===== src/rtl/ahb_lite_arb_2m.sv =====
// rtl/ahb_lite_arb_2m.sv - two-master AHB-Lite arbiter and slave-bus multiplexer
// Optional ARB_LOCK_EN: adds M0/M1_HMASTLOCK inputs and HMASTLOCK output for locked sequences.
module ahb_lite_arb_2m #(
  parameter int AW = 32,
  parameter int DW = 32,
  parameter int RR = 1
) (
  input  logic          HCLK,
  input  logic          HRESET,
  input  logic [AW-1:0] M0_HADDR,
  input  logic [1:0]    M0_HTRANS,
  input  logic          M0_HWRITE,
  input  logic [2:0]    M0_HSIZE,
  input  logic [DW-1:0] M0_HWDATA,
  output logic          M0_HREADY,
  input  logic [AW-1:0] M1_HADDR,
  input  logic [1:0]    M1_HTRANS,
  input  logic          M1_HWRITE,
  input  logic [2:0]    M1_HSIZE,
  input  logic [DW-1:0] M1_HWDATA,
  output logic          M1_HREADY,
  output logic [DW-1:0] M_HRDATA,
`ifdef ARB_LOCK_EN
  input  logic          M0_HMASTLOCK,
  input  logic          M1_HMASTLOCK,
  output logic          HMASTLOCK,
`endif
  output logic [AW-1:0] HADDR,
  output logic [1:0]    HTRANS,
  output logic          HWRITE,
  output logic [2:0]    HSIZE,
  output logic [DW-1:0] HWDATA,
  output logic          HMASTER,
  input  logic          HREADY,
  input  logic [DW-1:0] HRDATA
);

  logic          pend0, pend1;
  logic [AW-1:0] hold_addr0, hold_addr1;
  logic          hold_write0, hold_write1;
  logic [2:0]    hold_size0, hold_size1;
  logic          dph_valid, dph_id;
  logic          last_grant;
  logic [AW-1:0] addr_q;
  logic          write_q;
  logic [2:0]    size_q;
  logic          master_q;

  logic          live0, live1, req0, req1;
  logic          win_valid, win_id, slot_go;
  logic [AW-1:0] f0_addr, f1_addr;
  logic          f0_write, f1_write;
  logic [2:0]    f0_size, f1_size;

  // Only the NONSEQ/SEQ bit matters; BUSY and IDLE look the same to the arbiter.
  logic unused_htrans;
  assign unused_htrans = M0_HTRANS[0] ^ M1_HTRANS[0];

`ifdef ARB_LOCK_EN
  logic hold_lock0, hold_lock1;
  logic locked, lock_id;
  logic f0_lock, f1_lock, win_lock;
  assign f0_lock  = pend0 ? hold_lock0 : M0_HMASTLOCK;
  assign f1_lock  = pend1 ? hold_lock1 : M1_HMASTLOCK;
  assign win_lock = win_id ? f1_lock : f0_lock;
`endif

  // Data-phase ownership wins; otherwise a pending master is held off.
  assign M0_HREADY = (dph_valid && !dph_id) ? HREADY : !pend0;
  assign M1_HREADY = (dph_valid &&  dph_id) ? HREADY : !pend1;

  assign live0 = M0_HREADY & M0_HTRANS[1];
  assign live1 = M1_HREADY & M1_HTRANS[1];
  assign req0  = pend0 | live0;
  assign req1  = pend1 | live1;

  assign f0_addr  = pend0 ? hold_addr0  : M0_HADDR;
  assign f0_write = pend0 ? hold_write0 : M0_HWRITE;
  assign f0_size  = pend0 ? hold_size0  : M0_HSIZE;
  assign f1_addr  = pend1 ? hold_addr1  : M1_HADDR;
  assign f1_write = pend1 ? hold_write1 : M1_HWRITE;
  assign f1_size  = pend1 ? hold_size1  : M1_HSIZE;

  always_comb begin
    win_valid = req0 | req1;
    if (req0 && req1) begin
      win_id = (RR != 0) ? ~last_grant : 1'b1;
    end else begin
      win_id = req1;
    end
`ifdef ARB_LOCK_EN
    if (locked && (lock_id ? (req1 && f1_lock) : (req0 && f0_lock))) begin
      win_id = lock_id;
    end
`endif
  end

  assign slot_go = HREADY & win_valid;

  assign HTRANS  = slot_go ? 2'b10 : 2'b00;
  assign HADDR   = slot_go ? (win_id ? f1_addr  : f0_addr)  : addr_q;
  assign HWRITE  = slot_go ? (win_id ? f1_write : f0_write) : write_q;
  assign HSIZE   = slot_go ? (win_id ? f1_size  : f0_size)  : size_q;
  assign HMASTER = slot_go ? win_id : master_q;
`ifdef ARB_LOCK_EN
  assign HMASTLOCK = slot_go ? win_lock : 1'b0;
`endif

  assign HWDATA   = dph_valid ? (dph_id ? M1_HWDATA : M0_HWDATA) : '0;
  assign M_HRDATA = HRDATA;

  always_ff @(posedge HCLK) begin
    if (HRESET) begin
      pend0       <= 1'b0;
      pend1       <= 1'b0;
      hold_addr0  <= '0;
      hold_addr1  <= '0;
      hold_write0 <= 1'b0;
      hold_write1 <= 1'b0;
      hold_size0  <= '0;
      hold_size1  <= '0;
      dph_valid   <= 1'b0;
      dph_id      <= 1'b0;
      last_grant  <= 1'b1;
      addr_q      <= '0;
      write_q     <= 1'b0;
      size_q      <= '0;
      master_q    <= 1'b0;
`ifdef ARB_LOCK_EN
      hold_lock0  <= 1'b0;
      hold_lock1  <= 1'b0;
      locked      <= 1'b0;
      lock_id     <= 1'b0;
`endif
    end else begin
      // A live request that does not win this edge is absorbed and replayed later.
      if (live0 && !(slot_go && !win_id)) begin
        pend0       <= 1'b1;
        hold_addr0  <= M0_HADDR;
        hold_write0 <= M0_HWRITE;
        hold_size0  <= M0_HSIZE;
`ifdef ARB_LOCK_EN
        hold_lock0  <= M0_HMASTLOCK;
`endif
      end
      if (live1 && !(slot_go && win_id)) begin
        pend1       <= 1'b1;
        hold_addr1  <= M1_HADDR;
        hold_write1 <= M1_HWRITE;
        hold_size1  <= M1_HSIZE;
`ifdef ARB_LOCK_EN
        hold_lock1  <= M1_HMASTLOCK;
`endif
      end
      if (HREADY) begin
        if (win_valid) begin
          if (win_id) begin
            pend1 <= 1'b0;
          end else begin
            pend0 <= 1'b0;
          end
          dph_valid  <= 1'b1;
          dph_id     <= win_id;
          last_grant <= win_id;
          addr_q     <= HADDR;
          write_q    <= HWRITE;
          size_q     <= HSIZE;
          master_q   <= win_id;
        end else begin
          dph_valid <= 1'b0;
        end
`ifdef ARB_LOCK_EN
        locked  <= slot_go & win_lock;
        lock_id <= win_id;
`endif
      end
    end
  end

endmodule


===== config.mk =====
export PLATFORM = sky130hd
export DESIGN_NAME = ahb_lite_arb_2m
export DESIGN_NICKNAME = d
export VERILOG_FILES = /design/src/rtl/ahb_lite_arb_2m.sv
export SDC_FILE = /design/constraint.sdc
export NUM_CORES = 1
export LEC_CHECK = 0
export ABC_CLOCK_PERIOD_IN_PS = 3700
export CAP_MARGIN = 40
export CORE_AREA = 2 2 124 126
export CTS_CLUSTER_DIAMETER = 60
export DETAILED_ROUTE_END_ITERATION = 8
export DIE_AREA = 0 0 126 128
export GPL_TIMING_DRIVEN = 0
export PLACE_DENSITY_LB_ADDON = 0.08
export SLEW_MARGIN = 20
export SYNTH_ARGS = -nofsm -noshare
export SYNTH_HDL_FRONTEND = slang
export SYNTH_SLANG_ARGS = --single-unit

===== constraint.sdc =====
create_clock -name HCLK -period 3.7 [get_ports HCLK]
set_input_delay 0.925 -clock HCLK [delete_from_list [all_inputs] [get_ports HCLK]]
set_output_delay 0.925 -clock HCLK [all_outputs]
set_load 0.02 [all_outputs]

==> impl_metrics.yaml <==
run_status:
  outcome: "finished clean"
setup_path:
  cp_slowest_cell: "clkdlybuf4s50_1"
  critical-path-max-stage-delay_ns: 0.61
  cp-start-kind: "primary input"
  cp-startpoint: "M0_HTRANS[1]"
  critPathMaxFanout: 10
  worst_r2r_startpoint: "pend1"
  cp.required_ns: 2.77
  path_cells: "dlygate4sd2_1 > o41ai_4 > buf_6 > a221o_1 > clkdlybuf4s50_1"
  endpoint_kind: "output pin"
  crit_family: "buffers and inverters"
  cp.buffers_inverters: 3
  cp.arrival_ns: 2.75
  crit_type: "primary input to output pin"
worst_hold_path:
  holdCritPathClass: "flip-flop to flip-flop"
  holdCritStartpoint: "hold_addr1[23]"
placement:
  pre_cts_slack_ns: -0.434
  io_buffer_count: 242
  gp_congestion: 0.874
  dp_hpwl_mm: 16.3
timing:
  rsz0062_at_grt: "no"
  max_freq_ghz: 0.272
  fin_ws_ns: 0.0258
  max_slew_margin_pct: 57.4
  fin_crit_ns: 3.67
  finalCritPeriodShare_pct: 99.3
  hold_viol: 0
  tightest_slew_ns: 0.640
  final_max_slew_viol_count: 0
  skew_ns: 0.00462
  setup_viol: 0
drt:
  final_antenna_net_count: 0
  initialDrtViolationCount: 195
  drcViolationCount: 0
  routed_via_density: 5.22
  first_pass_iters: 4
  avgRoutedWirePerCell_um: 18.4
  dr_total_vias: 6053
  drt-total-wl_mm: 21.3
power_and_ir_drop:
  p_clk_share_pct: 41.6
  switching_power_mw: 1.10
  pwr-share-seq_pct: 32.7
  netSwitchingFraction_pct: 26.7
  peakVddDrop_v: 0.000299
  p_leak_nw: 4.03
  p_comb_share_pct: 25.7
  p_int_mw: 3.02
  power_density_nw_per_um2: 409
floorplan:
  dieArea_um2: 16100
  fp.dieW_um: 126
  start_util_pct: 45.7
  die_y_um: 128
  core_um2: 14900
  io_pins: 280
  row_count: 45
clock_network:
  htree_levels: 4
  clockBufferDepth: 2
  clk_latency_ns: 0.41
  cts-root-buf: "clkbuf_16"
  cts_buffers: 17
  cts_hold_buf: 0
  path_clk_slew_ns: 0.05
  cts_sinks: 113
  cts_tree: "done"
synth:
  ys_seq_elements: 113
  synthesis.area_um2: 6800
  ys_warn_count: 0
  synth_top_area_share_pct: 33.3
  syn_avg_cell_area_um2: 9.78
  yosysTopAreaCell: "dfxtp_1"
  synthCells: 695
  syn-num-nets: 870
  synthTopCellsByArea: "dfxtp_1 (33%), mux2i_1 (21%), nand2b_1 (13%)"
  ys_seq_area_share_pct: 33.3
  ys_types: 33
grt:
  grt_max_degree: 17
  grt_pass1_wl_mm: 32.9
  antenna_found_initial: 2
  first_global_vias: 6435
  grt_use_total_pct: 25.7
  grt_remaining_overflow: 0
finish:
  nNetsFinal: 1132
  area_growth_syn_to_layout_pct: 48.3
  drive_above_1_share_pct: 13.8
  layout_commonest_cell: "clkdlybuf4s50_1"
  post-route-util_pct: 67.8
  final_cell_mix: "clkdlybuf4s50_1 (206), nand2b_1 (145), mux2i_1 (140), dfxtp_1 (113), nor2b_1 (70)"
run:
  cap_viol_max_count: 0
-- cells in the mapped netlist --
| cell type | instances |
|---|---|
| a211o_1 | 1 |
| a211oi_1 | 1 |
| a21o_1 | 1 |
| a21oi_1 | 2 |
| a221o_1 | 36 |
| a221oi_1 | 1 |
| a221oi_2 | 1 |
| a22oi_1 | 1 |
| and3b_1 | 1 |
| buf_2 | 15 |
| buf_4 | 40 |
| buf_6 | 13 |
| buf_8 | 1 |
| clkbuf_1 | 26 |
| conb_1 | 1 |
| dfxtp_1 | 113 |
| inv_1 | 1 |
| inv_2 | 1 |
| mux2_1 | 9 |
| mux2_2 | 19 |
| mux2_4 | 8 |
| mux2i_1 | 140 |
| nand2_1 | 2 |
| nand2b_1 | 145 |
| nor2_1 | 3 |
| nor2b_1 | 70 |
| nor3_1 | 36 |
| o211a_1 | 1 |
| o21ai_1 | 2 |
| o21ai_2 | 1 |
| o21ba_1 | 1 |
| o21bai_1 | 1 |
| o41ai_4 | 1 |
-- through the flow --
step / setup TNS, ns / power, mW / hold slack, ns / cells / instance area (um^2)
finish: 0 / 4.12 / 0.472 / 1159 / 10100
global route: 0 / 4.27 / 0.484 / 1159 / 10100
CTS: 0 / 4.14 / 0.475 / 1158 / 10100
detailed placement: -12.30 / 2.46 / 0.465 / 1125 / 9450
global placement: -11.34 / 2.43 / 0.456 / 1125 / 9450
floorplan: 0 / 1.98 / 0.445 / 695 / 6800
-- path summary, 6_finish.rpt --
path,end,slack (ns),cells after the start
worst max-delay path,HADDR[27],0.03,5
worst min-delay path,hold_addr1[23],0.47,2
worst max register to register,addr_q[5],1.68,5
worst min register to register,hold_addr1[23],0.47,2
-- power by group through the flow --
stage          registers (mW)  clock network [mW]  logic [mW]
2_1_floorplan            1.36                   0       0.624
3_3_place_gp             1.37                   0        1.06
3_5_place_dp             1.37                   0        1.08
4_1_cts                  1.35                1.73        1.07
5_1_grt                  1.36                1.78        1.13
6_report                 1.35                1.71        1.06
-- routing by layer --
metal	track usage [%]	part of all wire [%]	vias up
li1	-	-	2902
met1	29.2	40	2901
met2	48.0	52	217
met3	5.55	6.3	31
met4	7.76	2.1	2
met5	0	0.038	-
-- cells by family (layout without fill, tap and decap cells) --
group                  Yosys count  in the layout  share of synthesized area (%)
AOI/OAI and AO/OA               51             51                           7.35
muxes                          176            176                           27.0
and+or+nand+nor                257            257                           22.8
DFF                            113            113                           33.3
other                            1              2                         0.0552
buffers and inverters           97            372                           9.44
-- worst min-delay path, cell delays in order (launching register included) --
cell	delay (ns)
dfxtp_1	0.30
nand2b_1	0.06
mux2i_1	0.06
-- timing repair --
action / 4_1_cts / 5_1_grt
cloned: 0 / 0
endpoints found under the setup margin: 38 / 2
pin swaps: 2 / 1
resized for setup: 41 / 4
setup buffers: 1 / 0
-- registers in the layout (all words and copies together), names as in the netlist --
signal / cells
dph_valid: 1
addr_q: 32
hold_size1: 3
size_q: 3
hold_write0: 1
pend0: 1
last_grant: 1
hold_addr0: 32
master_q: 1
write_q: 1
hold_size0: 3
pend1: 1
hold_addr1: 32
hold_write1: 1
-- area by class of cell --
| type | instances | area (um^2) |
|---|---|---|
| inverters | 2 | 7.51 |
| flip-flops and latches | 113 | 2260 |
| fillers | 1206 | 4790 |
| repair buffers | 243 | 2400 |
| well taps | 188 | 235 |
| multi-input cells | 485 | 3900 |
| clock buffers | 20 | 457 |
| diodes | 1 | 2.50 |
| plain buffers | 95 | 649 |
| clock inverters | 12 | 163 |
No activity file was read; power rests on OpenSTA's default activity.
